$ cat src/rtl/mem_port_arbiter.sv
// mem_port_arbiter
//   Shares one main-memory block port between the L1 I-cache and L1 D-cache.
//   One requester is granted per transaction. The grant is held until memory
//   signals ready, followed by one RELEASE cycle. Ties are resolved
//   round-robin, and the D-cache wins the first tie after reset.
//   Saturating per-requester grant counters are provided.
// Ports
//   clk_i, rst_ni                 clock, synchronous active-low reset
//   ins_* / dat_*                 cache request (valid, wen, addr, wdata),
//                                 ready and read block back to each cache
//   mem_*                         memory request out, ready/read block in
//   busy_o                        a grant is active
//   gnt_cnt_ins_o/gnt_cnt_dat_o   saturating grant counts
module mem_port_arbiter #(
  parameter int ADDR_W  = 32,
  parameter int BLOCK_W = 128,
  parameter int CNT_W   = 16
) (
  input  logic               clk_i,
  input  logic               rst_ni,
  input  logic               ins_valid_i,
  input  logic               ins_wen_i,
  input  logic [ADDR_W-1:0]  ins_addr_i,
  input  logic [BLOCK_W-1:0] ins_wdata_i,
  output logic               ins_ready_o,
  output logic [BLOCK_W-1:0] ins_rdata_o,
  input  logic               dat_valid_i,
  input  logic               dat_wen_i,
  input  logic [ADDR_W-1:0]  dat_addr_i,
  input  logic [BLOCK_W-1:0] dat_wdata_i,
  output logic               dat_ready_o,
  output logic [BLOCK_W-1:0] dat_rdata_o,
  output logic               mem_valid_o,
  output logic               mem_wen_o,
  output logic [ADDR_W-1:0]  mem_addr_o,
  output logic [BLOCK_W-1:0] mem_wdata_o,
  input  logic               mem_ready_i,
  input  logic [BLOCK_W-1:0] mem_rdata_i,
  output logic               busy_o,
  output logic [CNT_W-1:0]   gnt_cnt_ins_o,
  output logic [CNT_W-1:0]   gnt_cnt_dat_o
);

  typedef enum logic [1:0] {IDLE, GNT_INS, GNT_DAT, RELEASE} state_e;

  typedef struct packed {
    logic               wen;
    logic [ADDR_W-1:0]  addr;
    logic [BLOCK_W-1:0] wdata;
  } req_t;

  state_e           state_q, state_d;
  logic             last_dat_q;  // 1: D-cache was served last, 0: I-cache
  logic [CNT_W-1:0] cnt_ins_q, cnt_dat_q;
  req_t             ins_req, dat_req, mem_req;

  assign ins_req = '{wen: ins_wen_i, addr: ins_addr_i, wdata: ins_wdata_i};
  assign dat_req = '{wen: dat_wen_i, addr: dat_addr_i, wdata: dat_wdata_i};

  // The IDLE decision uses only the request valids and last_dat_q.
  // mem_ready_i only affects the exit from a grant state.
  always_comb begin
    state_d = state_q;
    unique case (state_q)
      IDLE: begin
        if (ins_valid_i && dat_valid_i) state_d = last_dat_q ? GNT_INS : GNT_DAT;
        else if (dat_valid_i)           state_d = GNT_DAT;
        else if (ins_valid_i)           state_d = GNT_INS;
      end
      GNT_INS: if (mem_ready_i) state_d = RELEASE;
      GNT_DAT: if (mem_ready_i) state_d = RELEASE;
      RELEASE: state_d = IDLE;
      default: state_d = IDLE;
    endcase
  end

  always_ff @(posedge clk_i) begin
    if (!rst_ni) begin
      state_q    <= IDLE;
      last_dat_q <= 1'b0;
      cnt_ins_q  <= '0;
      cnt_dat_q  <= '0;
    end else begin
      state_q <= state_d;
      if (state_q == IDLE && state_d == GNT_INS) begin
        last_dat_q <= 1'b0;
        if (cnt_ins_q != '1) cnt_ins_q <= cnt_ins_q + 1'b1;
      end
      if (state_q == IDLE && state_d == GNT_DAT) begin
        last_dat_q <= 1'b1;
        if (cnt_dat_q != '1) cnt_dat_q <= cnt_dat_q + 1'b1;
      end
    end
  end

  // The memory request follows the granted cache's live inputs. It is zero outside a grant.
  always_comb begin
    mem_req     = '0;
    mem_valid_o = 1'b0;
    ins_ready_o = 1'b0;
    dat_ready_o = 1'b0;
    unique case (state_q)
      GNT_INS: begin
        mem_req     = ins_req;
        mem_valid_o = 1'b1;
        ins_ready_o = mem_ready_i;
      end
      GNT_DAT: begin
        mem_req     = dat_req;
        mem_valid_o = 1'b1;
        dat_ready_o = mem_ready_i;
      end
      default: ;
    endcase
  end

  assign mem_wen_o     = mem_req.wen;
  assign mem_addr_o    = mem_req.addr;
  assign mem_wdata_o   = mem_req.wdata;
  assign busy_o        = mem_valid_o;
  assign ins_rdata_o   = mem_rdata_i;
  assign dat_rdata_o   = mem_rdata_i;
  assign gnt_cnt_ins_o = cnt_ins_q;
  assign gnt_cnt_dat_o = cnt_dat_q;

endmodule

$ cat config.mk
export PLATFORM = sky130hd
export DESIGN_NAME = mem_port_arbiter
export DESIGN_NICKNAME = d
export VERILOG_FILES = /design/src/rtl/mem_port_arbiter.sv
export SDC_FILE = /design/constraint.sdc
export NUM_CORES = 1
export LEC_CHECK = 0
export BUFFER_PORTS_ARGS = -buffer_cell sky130_fd_sc_hd__buf_4
export CAP_MARGIN = 15
export CORE_AREA = 2 2 356 358
export CTS_CLUSTER_SIZE = 25
export DETAILED_ROUTE_END_ITERATION = 12
export DIE_AREA = 0 0 358 360
export PLACE_DENSITY_LB_ADDON = 0.05
export SETUP_SLACK_MARGIN = 0.1
export SYNTH_ARGS = -nofsm -noshare
export SYNTH_HDL_FRONTEND = slang
export SYNTH_SLANG_ARGS = --single-unit
$ cat constraint.sdc
create_clock -name clk_i -period 2.79 [get_ports clk_i]
set_clock_uncertainty 0.15 [all_clocks]
set_input_delay 0.279 -clock clk_i [delete_from_list [all_inputs] [get_ports clk_i]]
set_output_delay 0.279 -clock clk_i [all_outputs]
set_load 0.1 [all_outputs]
Yosys cells after proc, flatten, opt, wreduce, memory -nomap -nowiden
Index checks and enable logic that the tools add are counted.
{"block": "totals", "ff_bits": 35, "in_bits": 455, "out_inout_bits": 453, "elab_cells": 33}
{"block": "op_classes", "addsub": 2, "eq_ne": 7, "muxes": 12, "reduce_logical": 8}
{"cell": "161-bit one-hot mux with 2 select lines", "n": 1}
{"cell": "16-bit by 1-bit adder with 16-bit output, second input constant", "n": 2}
{"cell": "16-bit inequality test, second input constant", "n": 2}
{"cell": "2-bit two-way mux", "n": 5}
{"cell": "2-bit == test, second input constant", "n": 3}
{"cell": "2-bit one-hot mux with 3 select lines", "n": 1}
{"cell": "1-bit two-way mux", "n": 5}
{"cell": "2-bit by 1-bit == test with 1-bit output, second input constant", "n": 2}
{"cell": "2-bit AND reduction", "n": 2}
{"cell": "1-bit logical AND", "n": 3}
{"cell": "2-bit logical NOT", "n": 1}
{"cell": "2-bit nonzero test", "n": 1}
{"cell": "2-bit OR reduction", "n": 1}

Depth between registers and ports, before layout
Gate-level depths: netlist of run 1.
{"block": "depth", "word_depth": 8, "ltp_mapped": 9, "mapped_depth_nobuf": 7}

Worst setup path before layout of run 1
No wires, ideal clock.
{"block": "synth_path", "path_kind": "reg2out", "start": "reg state_q[0]", "end": "out mem_addr_o[25]", "t_arrival_ps": 3511, "required_time_ps": 2361, "setup_slack_ps": -1150, "stages_incl_launch_ff": 7, "n_path_buf": 3, "cell_sequence": "dfxtp_1 inv_1 ha_1 clkbuf_1 clkbuf_1 clkbuf_1 nor2b_1"}
{"block": "synth_via", "elab_chain_len": 2, "elab_cells_between_ends": 3, "classes_between": "eq/ne: 2; mux: 1"}
{"element": "start: declaration", "line_no": "52", "rtl": "state_e state_q, state_d;"}
{"element": "start signal: assignment", "line_no": "84", "rtl": "state_q <= state_d;"}
{"element": "2-bit == test / 2-bit by 1-bit == test with 1-bit output (equally long branches)", "line_no": "102", "rtl": "unique case (state_q)"}
{"element": "161-bit one-hot mux with 2 select lines (*)", "line_no": "102"}
{"element": "end: declaration", "line_no": "35", "rtl": "output logic [ADDR_W-1:0] mem_addr_o,"}
Mark *: on every way between the ends. The rest lies on a longest branch, timed or not.

Final worst setup path of run 1
{"block": "layout_path", "start": "reg state_q[0]", "end": "out mem_wdata_o[55]"}
{"block": "layout_via", "elab_chain_len": 2, "elab_cells_between_ends": 3, "classes_between": "eq/ne: 2; mux: 1"}
{"element": "2-bit == test / 2-bit by 1-bit == test with 1-bit output (equally long branches)", "line_no": "102"}
{"element": "161-bit one-hot mux with 2 select lines (*)", "line_no": "102"}
{"element": "end: declaration", "line_no": "36", "rtl": "output logic [BLOCK_W-1:0] mem_wdata_o,"}
Marks and branches as above.

==> metrics, run 1 <==
area growth from synthesis to layout 91.8%; critical path data required time 2.36 ns; start point of the critical path state_q[0]; non-filler instance count after layout 2754; final antenna-violating net count 0; clock tree sinks 35; worst slew slack as a fraction of its limit 66.1%; count of yosys warnings during synthesis 0; Hold Startpoint dat_valid_i; total of fill cells in the finished design 14600; P per Cell Area 1350 nW/um^2; Post-Synth Adder-Cell Area 1.02%; Setup CP Type reg2out; half-perimeter wire length of the detailed placement result 43900 um; number of design rule violations left after detail routing 0; top cells by count, synth sky130_fd_sc_hd__buf_4, sky130_fd_sc_hd__a22oi_1, sky130_fd_sc_hd__nor2b_1; post-route standard cell area excluding fillers 11800 um^2; mean routed wirelength per cell 19.1 um; number of flops mapped to enable cells by yosys 0; placeable core area 125000 um^2; final worst path period need 2.56 ns; nature of the critical path endpoint primary output; register area share after synthesis 11.4%; initial antenna violation count 5; # setup viols final 0; final hold slack 0.159 ns; Post-Syn Area per Cell 7.29 um^2; remaining global-route overflow 0; aggregate negative setup slack 0 ns; cell area after placement 11200 um^2; synthesized cell area 6150 um^2; post-synthesis xor/xnor area fraction 2.42%; arrival time reported for the critical path endpoint 2.13 ns; number of nets in the finished design 1561; fraction of registers with async set or reset after synthesis 0%; first-pass GRT wire length 67400 um; via count of the first global-routing pass 7318; number of placed cells counting well taps 2737; maximum number of pins on one net before global-route repair 57; die height 360 um; biggest area contributors in the synthesized netlist sky130_fd_sc_hd__buf_4, sky130_fd_sc_hd__a22oi_1, sky130_fd_sc_hd__nor2b_1; share of post-route cells with drive strength above 1 68.6%; Hold Violations, Final 0; register bit count reported by yosys 35; actual transition at the worst max-transition pin 0.509 ns; Layout Utilization 9.44%; Port Buffer Count 523; number of buffers between clock root and the deepest sink 2; count of unique library cells instantiated by Yosys 44; detailed-routing iteration count for the pre-antenna-repair pass 4; largest area contributor in the synthesized netlist sky130_fd_sc_hd__buf_4; Tot GR Track Use 7.61%; Clock Root Buffer sky130_fd_sc_hd__clkbuf_16; peak clock frequency supported by timing 0.390 GHz; r2r startpoint state_q[0]; final worst path period share 91.8%; top cell type's share of synthesized area 31.4%; leakage dissipation 4.40 nW; kind of start point of the critical path flip-flop; die area 129000 um^2; count of routing violations after the opening detailed-route iteration 295; multiplexer area fraction after synthesis 0.163%; Worst VDD drop 0.000559 V; effective utilization at floorplan 4.92%; Cell Rows 130; largest family of logic cells by synthesized area buffers and inverters; total number of vias 6828; most frequent cell after synthesis sky130_fd_sc_hd__buf_4; basic-gate share of the synthesized area counting and, or, nand and nor cells 25.1%; type of the tightest min-delay check in2reg; IO Count 908; gp weighted congestion 0.717; Worst-Skew Late Latency 0.31 ns; number of buffers inserted during clock tree synthesis 5; most used flip-flop cell after synthesis sky130_fd_sc_hd__dfxtp_1; pins over their slew limit 0; via count normalized by instance count 2.48; CTS tree done; synthesized net count 1303; Clock H-tree levels 2; DIE WIDTH 358 um; total of max-cap violations 0; clock-pin transition on the worst setup and hold timing paths 0.06 ns; fraction of the mapped netlist area in compound gates 24.0%; unrepaired setup endpoints after global routing true; Mapped Cells 843; result of the run complete, no violations; critical-path maximum fanout 31; wirelength, routed 52700 um
## flip-flops by register name (all words and copies together) (netlist names)
| signal | count |
|---|---|
| gnt_cnt_dat_o | 16 |
| gnt_cnt_ins_o | 16 |
| last_dat_q | 1 |
| state_q | 2 |
## cell type report
type | instances | area (um^2) | area share (%)
well taps | 1650 | 2060 | 17.5
multi-input cells | 482 | 4150 | 35.2
clock buffers | 5 | 125 | 1.06
repair buffers | 568 | 4700 | 39.8
clock inverters | 3 | 15.0 | 0.127
flip-flops and latches | 35 | 703 | 5.96
diodes | 2 | 5.00 | 0.0424
inverters | 9 | 33.8 | 0.286
## placed cells by master (no fill, tap or decap), types with 8 or more instances in the layout
cell,netlist,layout
sky130_fd_sc_hd__nand2_1,16,16
sky130_fd_sc_hd__a22oi_2,0,8
sky130_fd_sc_hd__buf_4,257,499
sky130_fd_sc_hd__dfxtp_1,35,33
sky130_fd_sc_hd__a22oi_1,161,153
sky130_fd_sc_hd__nand3_1,11,11
sky130_fd_sc_hd__buf_12,0,8
sky130_fd_sc_hd__nor2b_4,0,85
sky130_fd_sc_hd__nor2_1,22,22
sky130_fd_sc_hd__xnor2_1,15,15
sky130_fd_sc_hd__a21oi_1,10,10
sky130_fd_sc_hd__buf_6,2,52
sky130_fd_sc_hd__nor2b_2,0,76
sky130_fd_sc_hd__o21ai_0,11,11
sky130_fd_sc_hd__inv_1,8,8
## stage by stage
step,power (mW),setup slack [ns]
6_report,16.0,0.228
5_1_grt,16.8,0.0978
4_1_cts,16.1,0.0740
3_5_place_dp,15.0,-0.00564
3_3_place_gp,15.1,0.0340
2_1_floorplan,12.7,-0.164
## cells by family after synthesis
| group | Yosys count |
|---|---|
| flip-flops | 35 |
| buffers and inverters | 326 |
| adder cells (fa/ha/maj) | 5 |
| XOR/XNOR | 17 |
| multiplexers | 1 |
| AO/OA/AOI/OAI | 203 |
| AND/OR/NAND/NOR | 256 |
## metal layers
metal | track usage, % | routed length (um)
met1 | 8.43 | 19600
met2 | 13.9 | 27600
met3 | 2.29 | 4110
met4 | 1.90 | 1150
met5 | 0.679 | 148
## where the power goes
group / internal (mW) / total, mW / switching [mW]
Clock: 0.328 / 0.602 / 0.274
Combinational: 4.64 / 14.8 / 10.1
Sequential: 0.543 / 0.606 / 0.0627
Total: 5.51 / 16.0 / 10.4
## worst max-delay path, stage by stage (launching register included)
cell,delay (ns)
sky130_fd_sc_hd__dfxtp_2,0.40
sky130_fd_sc_hd__inv_1,0.13
sky130_fd_sc_hd__ha_4,0.23
sky130_fd_sc_hd__buf_12,0.16
sky130_fd_sc_hd__buf_12,0.17
sky130_fd_sc_hd__buf_4,0.18
sky130_fd_sc_hd__a22oi_1,0.29
sky130_fd_sc_hd__nor2b_4,0.07
sky130_fd_sc_hd__buf_6,0.19
## path summary, 6_finish.rpt
path	to	slack, ns	depth (start not counted)
setup reg to reg	gnt_cnt_ins_o[13]	0.56	7
hold reg to reg	last_dat_q	0.32	2
hold / removal	state_q[0]	0.16	3
setup / recovery	mem_wdata_o[55]	0.23	8
## timing repair
item	in CTS	in global routing
endpoints found under the setup margin	115	35
hold buffers	0	0
setup buffers	2	3
pin swaps	0	0
gates resized for setup	62	12
gates cloned	0	2
Power figures use the tool's default switching activity.
==> inputs of run 2 (changes only) <==
==> constraint.sdc (replaced) <==
create_clock -name clk_i -period 2.79 [get_ports clk_i]
set_clock_uncertainty 0.15 [all_clocks]
set_input_delay 0.4185 -clock clk_i [delete_from_list [all_inputs] [get_ports clk_i]]
set_output_delay 0.4185 -clock clk_i [all_outputs]
set_load 0.1 [all_outputs]
==> run 2 against run 1 <==
Net effect: non-clock buffer count increased by 7; worst hold slack improved by 0.16 ns; wire length increased by 0.41%; global-route usage about the same; critical path depth decreased by 2; total power increased by 3.7%; final cell count increased by 0.22%; critical path type unchanged; critical endpoint is now mem_wdata_o[61].
==> metrics, run 2 (same netlist as run 1, synthesis figures left out) <==
CP bufs+invs 3 (-2); Worst-Skew Late Latency 0.30 ns (about the same); Tot GR Track Use 7.63% (+0.022 points); Clock Root Buffer sky130_fd_sc_hd__clkbuf_16; P per Cell Area 1360 nW/um^2 (+0.54%); die height 360 um (unchanged); Setup CP Type reg2out; peak clock frequency supported by timing 0.372 GHz (-4.8%); critical-path maximum fanout 6 (-81%); area growth from synthesis to layout 97.8%; total of max-cap violations 0 (unchanged); final worst path period need 2.69 ns (+0.129 ns); number of nets in the finished design 1568 (+0.45%); via count of the first global-routing pass 7459 (+1.9%); crit path cell chain buf_6, ha_4, buf_16, a22oi_1, nor2b_2, buf_4; start point of the critical path state_q[0]; non-filler instance count after layout 2760 (+0.22%); cell area after placement 11400 um^2 (+1.0%); # setup viols final 0 (unchanged); type of the tightest min-delay check in2reg; total number of vias 6878 (+0.73%); number of placed cells counting well taps 2737 (unchanged); unrepaired setup endpoints after global routing true; post-route standard cell area excluding fillers 12200 um^2 (+3.1%); clock tree sinks 35 (unchanged); number of design rule violations left after detail routing 0 (unchanged); wirelength, routed 52900 um (+0.41%); count of routing violations after the opening detailed-route iteration 237 (-20%); arrival time reported for the critical path endpoint 2.12 ns (about the same); commonest non-fill, non-tap cell in the layout sky130_fd_sc_hd__buf_4; leakage dissipation 4.56 nW (+3.8%); nature of the critical path endpoint primary output; critical path data required time 2.22 ns (-0.14 ns); maximum cell stage delay along the critical path 0.64 ns (+0.24 ns); Worst VDD drop 0.000798 V (+43%); Hold Violations, Final 0 (unchanged); number of buffers inserted during clock tree synthesis 5 (unchanged); IO Count 908 (unchanged); Hold Startpoint rst_ni; hold endpoint gnt_cnt_ins_o[4]; gp weighted congestion 0.749 (+4.5%); actual transition at the worst max-transition pin 0.775 ns (+0.266 ns); kind of cell with the highest combined delay on the critical path compound AO/OA/AOI/OAI gates; worst slew slack as a fraction of its limit 48.3% (-18 points); remaining global-route overflow 0 (unchanged); mean routed wirelength per cell 19.2 um (+0.19%); half-perimeter wire length of the detailed placement result 42600 um (-2.9%); worst reg2reg path depth 7 (unchanged); Port Buffer Count 523 (unchanged); Critical Path Slowest Stage Cell sky130_fd_sc_hd__a22oi_1; placeable core area 125000 um^2 (unchanged); result of the run complete, no violations; effective utilization at floorplan 4.92% (unchanged); DIE WIDTH 358 um (unchanged); initial antenna violation count 4 (-1); die area 129000 um^2 (unchanged); Layout Utilization 9.74% (+0.30 points); kind of start point of the critical path flip-flop; share of post-route cells with drive strength above 1 69.2% (+0.56 points); final antenna-violating net count 0 (unchanged); CTS tree done; Clock H-tree levels 2 (unchanged); number of instances on the worst hold path 3 (unchanged); number of gates on the worst path with buffers counted 6 (-2); number of buffers between clock root and the deepest sink 2 (unchanged); r2r startpoint state_q[0]; setup slack, reg-to-reg 0.48 ns (-0.08 ns); maximum number of pins on one net before global-route repair 62 (+8.8%); Cell Rows 130 (unchanged); final worst path period share 96.4% (+4.6 points); endpoint of the most critical register-to-register path gnt_cnt_dat_o[4]; first-pass GRT wire length 67400 um (about the same); pins over their slew limit 0 (unchanged); detailed-routing iteration count for the pre-antenna-repair pass 4 (unchanged); clock-pin transition on the worst setup and hold timing paths 0.07 ns (about the same); via count normalized by instance count 2.49 (+0.51%); count of hold-fix buffers inserted at cts 0 (unchanged); commonest cells after routing, fill and taps aside sky130_fd_sc_hd__buf_4, sky130_fd_sc_hd__a22oi_1, sky130_fd_sc_hd__nor2b_4, sky130_fd_sc_hd__nor2b_2, sky130_fd_sc_hd__buf_6; total of fill cells in the finished design 14600 (-0.24%)
## run 2: cell types whose count changed in the layout (fill, tap and decap cells not counted), moves of 6 or more
| cell | delta |
|---|---|
| sky130_fd_sc_hd__buf_12 | +6 |
| sky130_fd_sc_hd__buf_6 | -12 |
| sky130_fd_sc_hd__buf_8 | +6 |
| sky130_fd_sc_hd__bufbuf_16 | +6 |
| sky130_fd_sc_hd__nor2b_2 | -14 |
| sky130_fd_sc_hd__nor2b_4 | +14 |
## run 2: timing repair
action	CTS	global route
cloned	6	2
setup buffers	4	2
setup endpoints to repair	72	79
gates resized for setup	57	26
pin swaps	5	2
## run 2: worst min-delay path, stage by stage
cell and delay [ns]:
sky130_fd_sc_hd__buf_4 0.18, sky130_fd_sc_hd__o21ai_0 0.09, sky130_fd_sc_hd__nor2_1 0.04
## run 2: worst max-delay path by stage
stage / end / slack, ns
finish: mem_wdata_o[61] / 0.1
global route: mem_wdata_o[40] / 0.06
CTS: mem_wdata_o[30] / 0.07
detailed placement: mem_wdata_o[30] / -0.18
global placement: mem_wdata_o[30] / -0.20
floorplan: mem_addr_o[3] / -0.21
## run 2: final cells by class
| class | instances | area, um^2 | share of cell area, % |
|---|---|---|---|
| timing repair buffer | 575 | 4950 | 40.7 |
| multi-input combinational | 482 | 4230 | 34.8 |
| tap | 1650 | 2060 | 17.0 |
| sequential | 35 | 706 | 5.80 |
| clock buffer | 5 | 125 | 1.03 |
| clock inverter | 3 | 43.8 | 0.360 |
| inverter | 9 | 36.3 | 0.298 |
| antenna | 1 | 2.50 | 0.0206 |
## run 2: stage by stage
stage               total power [mW]  TNS (ns)  setup slack (ns)  hold slack (ns)
floorplan                       12.8    -12.65            -0.206            0.292
global placement                15.3    -0.410            -0.196            0.334
detailed placement              15.2    -0.435            -0.183            0.330
CTS                             16.8         0            0.0682            0.307
global route                    17.4         0            0.0622            0.332
finish                          16.5         0            0.0992            0.315
## run 2: routing by layer
layer,global-route usage (%),routed length [um],share of wire (%)
met1,8.05,18900,36
met2,14.8,29100,55
met3,1.87,3550,6.7
met4,1.76,1220,2.3
met5,0.528,101,0.19
## run 2: power breakdown
| part | switching [mW] | internal, mW |
|---|---|---|
| logic | 10.2 | 5.02 |
| clock network | 0.280 | 0.423 |
| registers | 0.0484 | 0.546 |
